### config.mk
export PLATFORM = sky130hd
export DESIGN_NAME = ad7265_ctrl
export DESIGN_NICKNAME = d
export VERILOG_FILES = /design/src/rtl/ad7265_pkg.sv /design/src/rtl/ad7265_clkdiv.sv /design/src/rtl/ad7265_ctrl.sv
export SDC_FILE = /design/constraint.sdc
export NUM_CORES = 1
export LEC_CHECK = 0
export ABC_AREA = 1
export CAP_MARGIN = 40
export CORE_ASPECT_RATIO = 2
export CORE_MARGIN = 4
export CORE_UTILIZATION = 56
export DETAILED_ROUTE_END_ITERATION = 8
export GPL_ROUTABILITY_DRIVEN = 0
export PLACE_DENSITY = 0.79
export SYNTH_ARGS = -nofsm -noshare
export SYNTH_HDL_FRONTEND = slang
export SYNTH_HIERARCHICAL = 1
export SYNTH_SLANG_ARGS = --single-unit
export TNS_END_PERCENT = 20
### constraint.sdc
create_clock -name clk -period 2 [get_ports clk]
set_clock_uncertainty 0.2 [all_clocks]
set_input_delay 0.2 -clock clk [delete_from_list [all_inputs] [get_ports clk]]
set_output_delay 0.2 -clock clk [all_outputs]
set_load 0.005 [all_outputs]
### src/rtl/ad7265_pkg.sv
// Shared constants and FSM state type for the AD7265 serial controller.
// Frame bit positions are numbered 31 (leading zero) down to 0.
package ad7265_pkg;

    localparam int FRAME_BITS = 32;
    localparam int RES_MSB    = 29;
    localparam int RES_LSB    = 18;
    localparam int RES_W      = RES_MSB - RES_LSB + 1;

    // Frame bits that the ADC always drives as zero: bit 30 and bits 17:14.
    localparam logic [FRAME_BITS-1:0] ZERO_MASK = 32'h4003_C000;

    typedef enum logic [2:0] {
        ST_IDLE,
        ST_SETUP,
        ST_LOW,
        ST_HIGH,
        ST_QUIET
    } ad7265_state_t;

endpackage

### src/rtl/ad7265_clkdiv.sv
// Purpose: half-period counter producing a one-cycle half_tick enable for SCLK.
// Latency: first tick CLK_DIV cycles after en rises, then every CLK_DIV cycles.
// Backpressure: none; counter holds at zero while en is low.
module ad7265_clkdiv #(
    parameter int CLK_DIV = 2
) (
    input  logic clk,
    input  logic rst_n,
    input  logic en,
    output logic half_tick
);

    localparam int CW = $clog2(CLK_DIV);

    logic [CW-1:0] cnt;

    assign half_tick = en && (cnt == CW'(CLK_DIV - 1));

    always_ff @(posedge clk or negedge rst_n) begin
        if (!rst_n) begin
            cnt <= '0;
        end else if (!en || half_tick) begin
            cnt <= '0;
        end else begin
            cnt <= cnt + 1'b1;
        end
    end

endmodule

### src/rtl/ad7265_ctrl.sv
// Purpose: AD7265 dual-ADC serial master; one 32-SCLK frame per accepted start.
// Latency: data_valid and ncs rise 65*CLK_DIV+1 cycles after the accept edge.
// Backpressure: start ignored while busy (frame plus QUIET_CYCLES); no queueing.
module ad7265_ctrl
    import ad7265_pkg::*;
#(
    parameter int CLK_DIV      = 2,
    parameter int QUIET_CYCLES = 4
) (
    input  logic             clk,
    input  logic             rst_n,
    input  logic             start,
    input  logic [2:0]       addr_in,
    input  logic             rng_in,
    output logic             busy,
    output logic             adc_sclk,
    output logic             ncs,
    output logic [2:0]       adc_addr,
    output logic             rng,
    input  logic             douta,
    input  logic             doutb,
    output logic [RES_W-1:0] data_a,
    output logic [RES_W-1:0] data_b,
    output logic [2:0]       data_addr,
    output logic             data_err,
    output logic             data_valid
);

    localparam int QW = $clog2(QUIET_CYCLES + 1);

    ad7265_state_t           state_q, state_d;
    logic [5:0]              bit_cnt;
    logic [QW-1:0]           quiet_cnt;
    logic [FRAME_BITS-1:0]   sr_a, sr_b;
    logic                    half_tick;
    logic                    div_en;
    logic                    accept, sample, frame_done, quiet_done;

    assign div_en = (state_q == ST_SETUP) || (state_q == ST_LOW) || (state_q == ST_HIGH);

    ad7265_clkdiv #(.CLK_DIV(CLK_DIV)) u_clkdiv (
        .clk       (clk),
        .rst_n     (rst_n),
        .en        (div_en),
        .half_tick (half_tick)
    );

    always_comb begin
        state_d    = state_q;
        accept     = 1'b0;
        sample     = 1'b0;
        frame_done = 1'b0;
        quiet_done = 1'b0;
        case (state_q)
            ST_IDLE: begin
                if (start) begin
                    accept  = 1'b1;
                    state_d = ST_SETUP;
                end
            end
            ST_SETUP: begin
                if (half_tick) state_d = ST_LOW;
            end
            ST_LOW: begin
                if (half_tick) begin
                    sample  = 1'b1;
                    state_d = ST_HIGH;
                end
            end
            ST_HIGH: begin
                if (half_tick) begin
                    if (bit_cnt == 6'(FRAME_BITS)) begin
                        frame_done = 1'b1;
                        state_d    = ST_QUIET;
                    end else begin
                        state_d = ST_LOW;
                    end
                end
            end
            ST_QUIET: begin
                if (quiet_cnt == QW'(QUIET_CYCLES - 1)) begin
                    quiet_done = 1'b1;
                    state_d    = ST_IDLE;
                end
            end
            default: state_d = ST_IDLE;
        endcase
    end

    // Frame bit 31 is never sampled, so shift-register bit b+1 holds frame bit b.
    always_ff @(posedge clk or negedge rst_n) begin
        if (!rst_n) begin
            state_q    <= ST_IDLE;
            busy       <= 1'b0;
            adc_sclk   <= 1'b1;
            ncs        <= 1'b1;
            adc_addr   <= '0;
            rng        <= 1'b0;
            bit_cnt    <= '0;
            quiet_cnt  <= '0;
            sr_a       <= '0;
            sr_b       <= '0;
            data_a     <= '0;
            data_b     <= '0;
            data_addr  <= '0;
            data_err   <= 1'b0;
            data_valid <= 1'b0;
        end else begin
            state_q    <= state_d;
            adc_sclk   <= (state_d != ST_LOW);
            ncs        <= (state_d == ST_IDLE) || (state_d == ST_QUIET);
            data_valid <= frame_done;
            if (accept) begin
                adc_addr <= addr_in;
                rng      <= rng_in;
                busy     <= 1'b1;
                bit_cnt  <= '0;
            end
            if (sample) begin
                sr_a    <= {sr_a[FRAME_BITS-2:0], douta};
                sr_b    <= {sr_b[FRAME_BITS-2:0], doutb};
                bit_cnt <= bit_cnt + 6'd1;
            end
            if (frame_done) begin
                data_a    <= sr_a[RES_MSB+1:RES_LSB+1];
                data_b    <= sr_b[RES_MSB+1:RES_LSB+1];
                data_addr <= adc_addr;
                data_err  <= |((sr_a | sr_b) & (ZERO_MASK << 1));
                quiet_cnt <= '0;
            end else if (state_q == ST_QUIET) begin
                quiet_cnt <= quiet_cnt + 1'b1;
            end
            if (quiet_done) begin
                busy <= 1'b0;
            end
        end
    end

endmodule

Word-level counts from Yosys, hierarchy flattened
Cells that the tools add are included.

cells by class
  add/subtract/negate cells = 3
  equal/unequal tests = 8
  mux-type cells = 23
  bitwise logic cells = 1
  reduce and logical (&&, ||, !) cells = 12

operators by type and width
  cell                                                    number
  OR 32 bit                                               1
  two-way mux 3 bit                                       8
  one-hot mux 3 bit (5 select lines)                      1
  two-way mux 1 bit                                       12
  two-way mux 6 bit                                       2
  equality test 3 x 2 -> 1 bit (second input constant)    3
  adder 6 x 1 -> 6 bit (second input constant)            1
  equality test 3 bit (second input constant)             2
  equality test 6 bit (second input constant)             1
  logical NOT 3 bit                                       2
  nonzero test 2 bit                                      3
  OR reduction 5 bit                                      1
  logical OR 1 bit                                        4
  adder 3 x 1 -> 3 bit (second input constant)            1
  equality test 3 x 1 -> 1 bit (second input constant)    1
  inequality test 3 x 2 -> 1 bit (second input constant)  1
  adder 1 bit (second input constant)                     1
  logical AND 1 bit                                       1
  logical NOT 1 bit                                       1

word-level totals
  register bits = 113
  bits of input ports = 9
  output and inout bits = 36

Depth between registers and ports, before layout
  depth after elaboration = 8
  depth in mapped cells = 11
  depth with buffers taken out = 10

By module
The synthesis kept the hierarchy.

modules (own cells, without submodules)
  module         instances  cells each  area each (µm²)
  ad7265_ctrl    1          514         4496.8
  ad7265_clkdiv  1          5           42.5

Worst setup path after synthesis
No wires, ideal clock.

  path type = register to register
  from = register state_q[1]
  to = register data_addr[0]
  arrival time = 1437 ps
  required time = 1735 ps
  path slack = 298 ps
  stages on the path, launching flop included = 12
  clock period less this slack = 1702 ps
  cell sequence = dfrtp_1 -> nor2_2 -> nor2_1 -> nand2_1 -> inv_1 -> inv_2 -> nor2_1 -> nand3_1 -> nor2_4 -> buf_6 -> nand2_1 -> nand2_1

between the ends
  cells in the longest elaborated chain, start to end = 6

ends and longest elaborated chain
  item                                                                                 line                 text
  start, declared                                                                      ad7265_ctrl.sv:31    ad7265_state_t state_q, state_d;
  start signal, assigned                                                               ad7265_ctrl.sv:109   state_q <= state_d;
  equality test 3 x 1 -> 1 bit / equality test 3 x 2 -> 1 bit (equally long branches)  ad7265_ctrl.sv:39    assign div_en = (state_q == ST_SETUP) || (state_q == ST_LOW) || (state_q == ST_HIGH);
  logical OR 1 bit                                                                     ad7265_ctrl.sv:39
  logical OR 1 bit (*)                                                                 ad7265_ctrl.sv:39
  via div_en                                                                           ad7265_ctrl.sv:36    logic div_en;
  logical AND 1 bit (*)                                                                ad7265_clkdiv.sv:17  assign half_tick = en && (cnt == CW'(CLK_DIV - 1));
  via half_tick                                                                        ad7265_ctrl.sv:35    logic half_tick;
  two-way mux 1 bit (*)                                                                ad7265_ctrl.sv:71    if (half_tick) begin
  two-way mux 1 bit (*)                                                                ad7265_ctrl.sv:54    case (state_q)
  end signal, assigned                                                                 ad7265_ctrl.sv:127   data_addr <= adc_addr;
  end, declared                                                                        ad7265_ctrl.sv:24    output logic [2:0] data_addr,

Mark *: on every way through the listed nets, which the timed path passes. The rest lies on a longest branch.
A chain may end at the register's enable or synchronous reset.

Worst setup path after layout
  from = register state_q[2]
  to = register sr_b[19]

between the ends
  cells in the longest elaborated chain, start to end = 6

ends and longest elaborated chain
  item                                                                                 line                 text
  equality test 3 x 1 -> 1 bit / equality test 3 x 2 -> 1 bit (equally long branches)  ad7265_ctrl.sv:39
  logical OR 1 bit                                                                     ad7265_ctrl.sv:39
  logical OR 1 bit (*)                                                                 ad7265_ctrl.sv:39
  via div_en                                                                           ad7265_ctrl.sv:36
  logical AND 1 bit (*)                                                                ad7265_clkdiv.sv:17
  via half_tick                                                                        ad7265_ctrl.sv:35
  two-way mux 1 bit (*)                                                                ad7265_ctrl.sv:65    if (half_tick) begin
  two-way mux 1 bit (*)                                                                ad7265_ctrl.sv:54
  end signal, assigned                                                                 ad7265_ctrl.sv:121   sr_b <= {sr_b[FRAME_BITS-2:0], doutb};
  end, declared                                                                        ad7265_ctrl.sv:34    logic [FRAME_BITS-1:0] sr_a, sr_b;

Marked as above.

==> metrics.md <==
| Metric | Value |
|---|---|
| DP HPWL | 5774 um |
| Slowest CP cell | dfrtp_1 |
| Reg2reg end | sr_b[19]$_DFFE_PN0P_ |
| Status | completed |
| Flop pwr share | around 46% |
| Slew headroom | 61.38% |
| Share of cells above drive strength 1 | 10.47% |
| Peak per-stage delay on the critical path | approximately 0.44 ns |
| Multi-input gate area | 1505 sq um |
| R2R setup slack | 0.16 ns |
| Worst-Margin Slew | 0.5793 ns |
| Initial antenna violation count | 0 |
| Clock Power Share | around 52% |
| Total number of vias | between 3k and 4k |
| Antenna Nets Post-Route | 0 |
| Leakage | 3.070 nW |
| Post-DP Area | 5114 sq um |
| Setup crit end kind | register |
| Die area | between 9000 and 10000 sq um |
| CP endpoint | sr_b[19]$_DFFE_PN0P_ |
| Post-synth ARST share | between 90% and 100% |
| Most common cell on crit path | nand2_1 |
| Switching share of power | around a fifth |
| Via-to-Cell Ratio | ~5.0 |
| CP Class | reg -> reg |
| Post-Synth Adder-Cell Area | roughly 1.1% |
| DRT Pass-1 Iters | 4 |
| Final Setup Violations | 0 |
| Mux cell area share after synthesis | 0% |
| Startpoint types | register |
| Cell with the most instances after synthesis | nand2_1 |
| Iteration-0 DRC Markers | about 260 |
| Final Hold Vio Count | 0 |
| Seq cells post-synth | roughly 110 |
| Number of CTS-inserted buffers | 17 |
| Yosys warning count | 6 |
| Crit Reg-Reg Startpoint | state_q[2]$_DFF_PN0_ |
| Logic pwr share | under 10% |
| Sw Pwr | a little under 1 mW |
| # nets final | 592 |
| Hold Path Class | in -> reg |
| Syn nets | around 530 |
| RSZ-0062 raised after global routing | no |
| Setup TNS Final | 0 ns |
| Simple-gate portion of the synthesized area | between 20% and 30% |
| Synth cell count leaders | nand2_1 (298), dfrtp_1 (111), inv_1 (20), nor2_1 (20), o21ai_0 (18) |
| Internal power | around 4.0 mW |
| Core area | 7943 sq um |
| Top cell type's share of synthesized area | approximately three fifths |
| Number of inserted diodes | 0 |
| Grt ovf | 0 |
| MaxCap Viol Count | 0 |
| Fill cell count | around 600 |
| IO Port Bufs | 44 |
| Critical-path cell list | nor2_2 -> nand2_1 -> inv_1 -> inv_2 -> nor2_1 -> nand2_4 -> buf_4 -> nand2_1 -> o21ai_0 |
| Largest family of logic cells by synthesized area | simple AND/OR/NAND/NOR gates |
| CTS max path bufs | 2 |
| EDFF count, synth | 0 |
| Initial Util | about 57% |
| CTS tree | built |
| Largest net degree at the start of global routing | 114 |
| First-pass GRT wire length | 15150 um |
| Top post-synthesis cells by area | dfrtp_1 (61%), nand2_1 (25%), o21ai_0 (2.0%), inv_1 (1.7%), nor2_1 (1.7%) |
| Synth Instances | 519 |
| Core Util, Final | between 70% and 80% |
| H-Tree Depth | 4 |
| FMAX | approximately 0.54 GHz |
| Main synth FF type | dfrtp_1 |
| I/O Pins | 45 |
| Period minus WS final | ~1.8 ns |
| Crit path max fanout | 16 |
| Sequential share of the synthesized area | between 60 and 70% |
| Mapped cell area | around 4500 sq um |
| Leading area contributor after synthesis | dfrtp_1 |
| Layout area overhead | 25.22% |
| Post-synth cell types | 21 |
| Pwr dens | 885.2 nW/um^2 |
| Worst skew pair latency | 0.40 ns |
| Syn Area/Cell | between 8 and 9 sq um |
| Die Wd | ~72 um |
| Mean routed wirelength per cell | between 10 and 15 um |
| Fin. max-slew vios | 0 |
| Worst VDD drop | 0.0007716 V |
| Synth Area in XOR/XNOR | less than 1% |
| # rows | 46 |
| Required @ worst endpoint | just over 2 ns |
| Tcrit/Tclk final | around nine tenths |
| Total Routing Usage GR | between 20% and 30% |
| Residual DRC | 0 |
| Compound-Gate Fraction of Synth Area | between 2 and 2.5% |
| Chip height | between 100 and 150 um |
| Reg area | around 2800 sq um |
| Reg clk slew, reported paths | about 0.050 ns |
| Wire length after detailed routing | just under 9000 um |
| Clk root buf | clkbuf_16 |
| Final Power | ~5 mW |
| Final instance area | roughly 5700 sq um |
| Clock sinks | roughly 110 |
| Worst EP arrival | about 1.9 ns |
| Crit. Startpoint | state_q[2]$_DFF_PN0_ |
| Reg2Reg Depth | 9 |
| Vias in the first global route | between 3k and 4k |
==> worst min-delay path by stage <==
stage	startpoint	end	depth (start not counted)
after floorplan	rst_n	adc_addr[0]$_DFFE_PN0P_	0
after detailed placement	rst_n	state_q[1]$_DFF_PN0_	2
after global routing	douta	sr_a[0]$_DFFE_PN0P_	3
after CTS	douta	sr_a[0]$_DFFE_PN0P_	3
final	addr_in[0]	adc_addr[0]$_DFFE_PN0P_	3
after global placement	rst_n	state_q[0]$_DFF_PN0_	2
==> state kept, by name, indices dropped and copies added, names as in the netlist <==
| register | cells |
|---|---|
| adc_sclk | 1 |
| data_b | 12 |
| busy | 1 |
| adc_addr | 3 |
| ncs | 1 |
| data_err | 1 |
| rng | 1 |
| bit_cnt | 6 |
| u_clkdiv/cnt | 1 |
| data_addr | 3 |
| quiet_cnt | 3 |
| sr_a | 32 |
| data_valid | 1 |
| sr_b | 32 |
| state_q | 3 |
| data_a | 12 |
==> worst max-delay path, delay by kind of cell, from the launching register on <==
family / cells / cell delay [ns]
simple gates: 5 / 0.57
flops: 1 / 0.44
compound gates: 1 / 0.09
buf+inv: 3 / 0.39
==> placed cells by master, fill, tap and decap left out <==
cell,synthesis,routed
inv_1,20,20
o21ai_0,18,18
clkdlybuf4s50_1,0,43
nand4_1,3,3
dfrtp_1,111,111
nand2_4,1,2
dfstp_2,2,2
nor2_4,3,3
clkbuf_8,0,4
ha_1,4,4
buf_12,0,3
clkinv_2,0,6
nor2_1,20,19
buf_4,1,13
inv_2,4,4
nand3_1,8,7
or2_2,1,1
nor2_2,2,3
buf_6,5,1
clkbuf_1,4,5
clkbuf_16,0,17
nand3_2,2,3
nand2_1,298,297
dlygate4sd3_1,0,1
o21ai_1,1,1
xor2_1,1,1
==> power groups by stage <==
stage	Sequential [mW]	Clock (mW)	Combinational, mW
final	2.33	2.62	0.0850
after detailed placement	2.37	0	0.0869
after floorplan	2.36	0	0.0193
after global routing	2.33	2.78	0.0999
after global placement	2.36	0	0.0845
after CTS	2.33	2.66	0.0896
==> cell families (layout without fill, tap and decap cells) <==
kind of cell / after synthesis / count (layout)
AND/OR/NAND/NOR: 338 / 338
AO/OA/AOI/OAI: 19 / 19
buffers and inverters: 44 / 117
adder cells (fa/ha/maj): 4 / 4
XOR/XNOR: 1 / 1
flip-flops: 113 / 113
==> per-layer routing <==
| layer | wire, um | GRT usage, % | share of wire, % | vias to the layer above |
|---|---|---|---|---|
| met5 | 0 | 0 | 0 | - |
| met4 | 190 | 8.891 | 2.2 | 0 |
| met3 | 367 | 6.166 | 4.2 | 18 |
| met2 | 4792 | 35.35 | 55 | 74 |
| met1 | 3437 | 22.23 | 39 | 1670 |
| li1 | - | - | - | 1696 |
==> through the flow <==
step	setup WS, ns	hold WS, ns	cells
2_1_floorplan	0.2981	-0.2956	519
3_3_place_gp	0.1987	0.1192	653
5_1_grt	0.02104	0.1487	688
3_5_place_dp	0.1284	0.1182	653
4_1_cts	0.09948	0.1318	686
6_report	0.1619	0.1358	688
==> timing repair <==
action | in CTS | in global routing
gates resized for setup | 0 | 4
endpoints found under the hold margin | 111 | 0
buffers inserted | 0 | 2
setup endpoints to repair | 0 | 59
hold buffers | 1 | 0
==> layout make-up <==
cell class,instances,area share [%]
sequential,113,49.79
multi-input combinational,362,26.48
timing repair buffer,61,10.72
clock buffer,26,8.783
tap,96,2.113
inverter,24,1.585
clock inverter,6,0.5283
No activity file was read; power rests on OpenSTA's default activity.
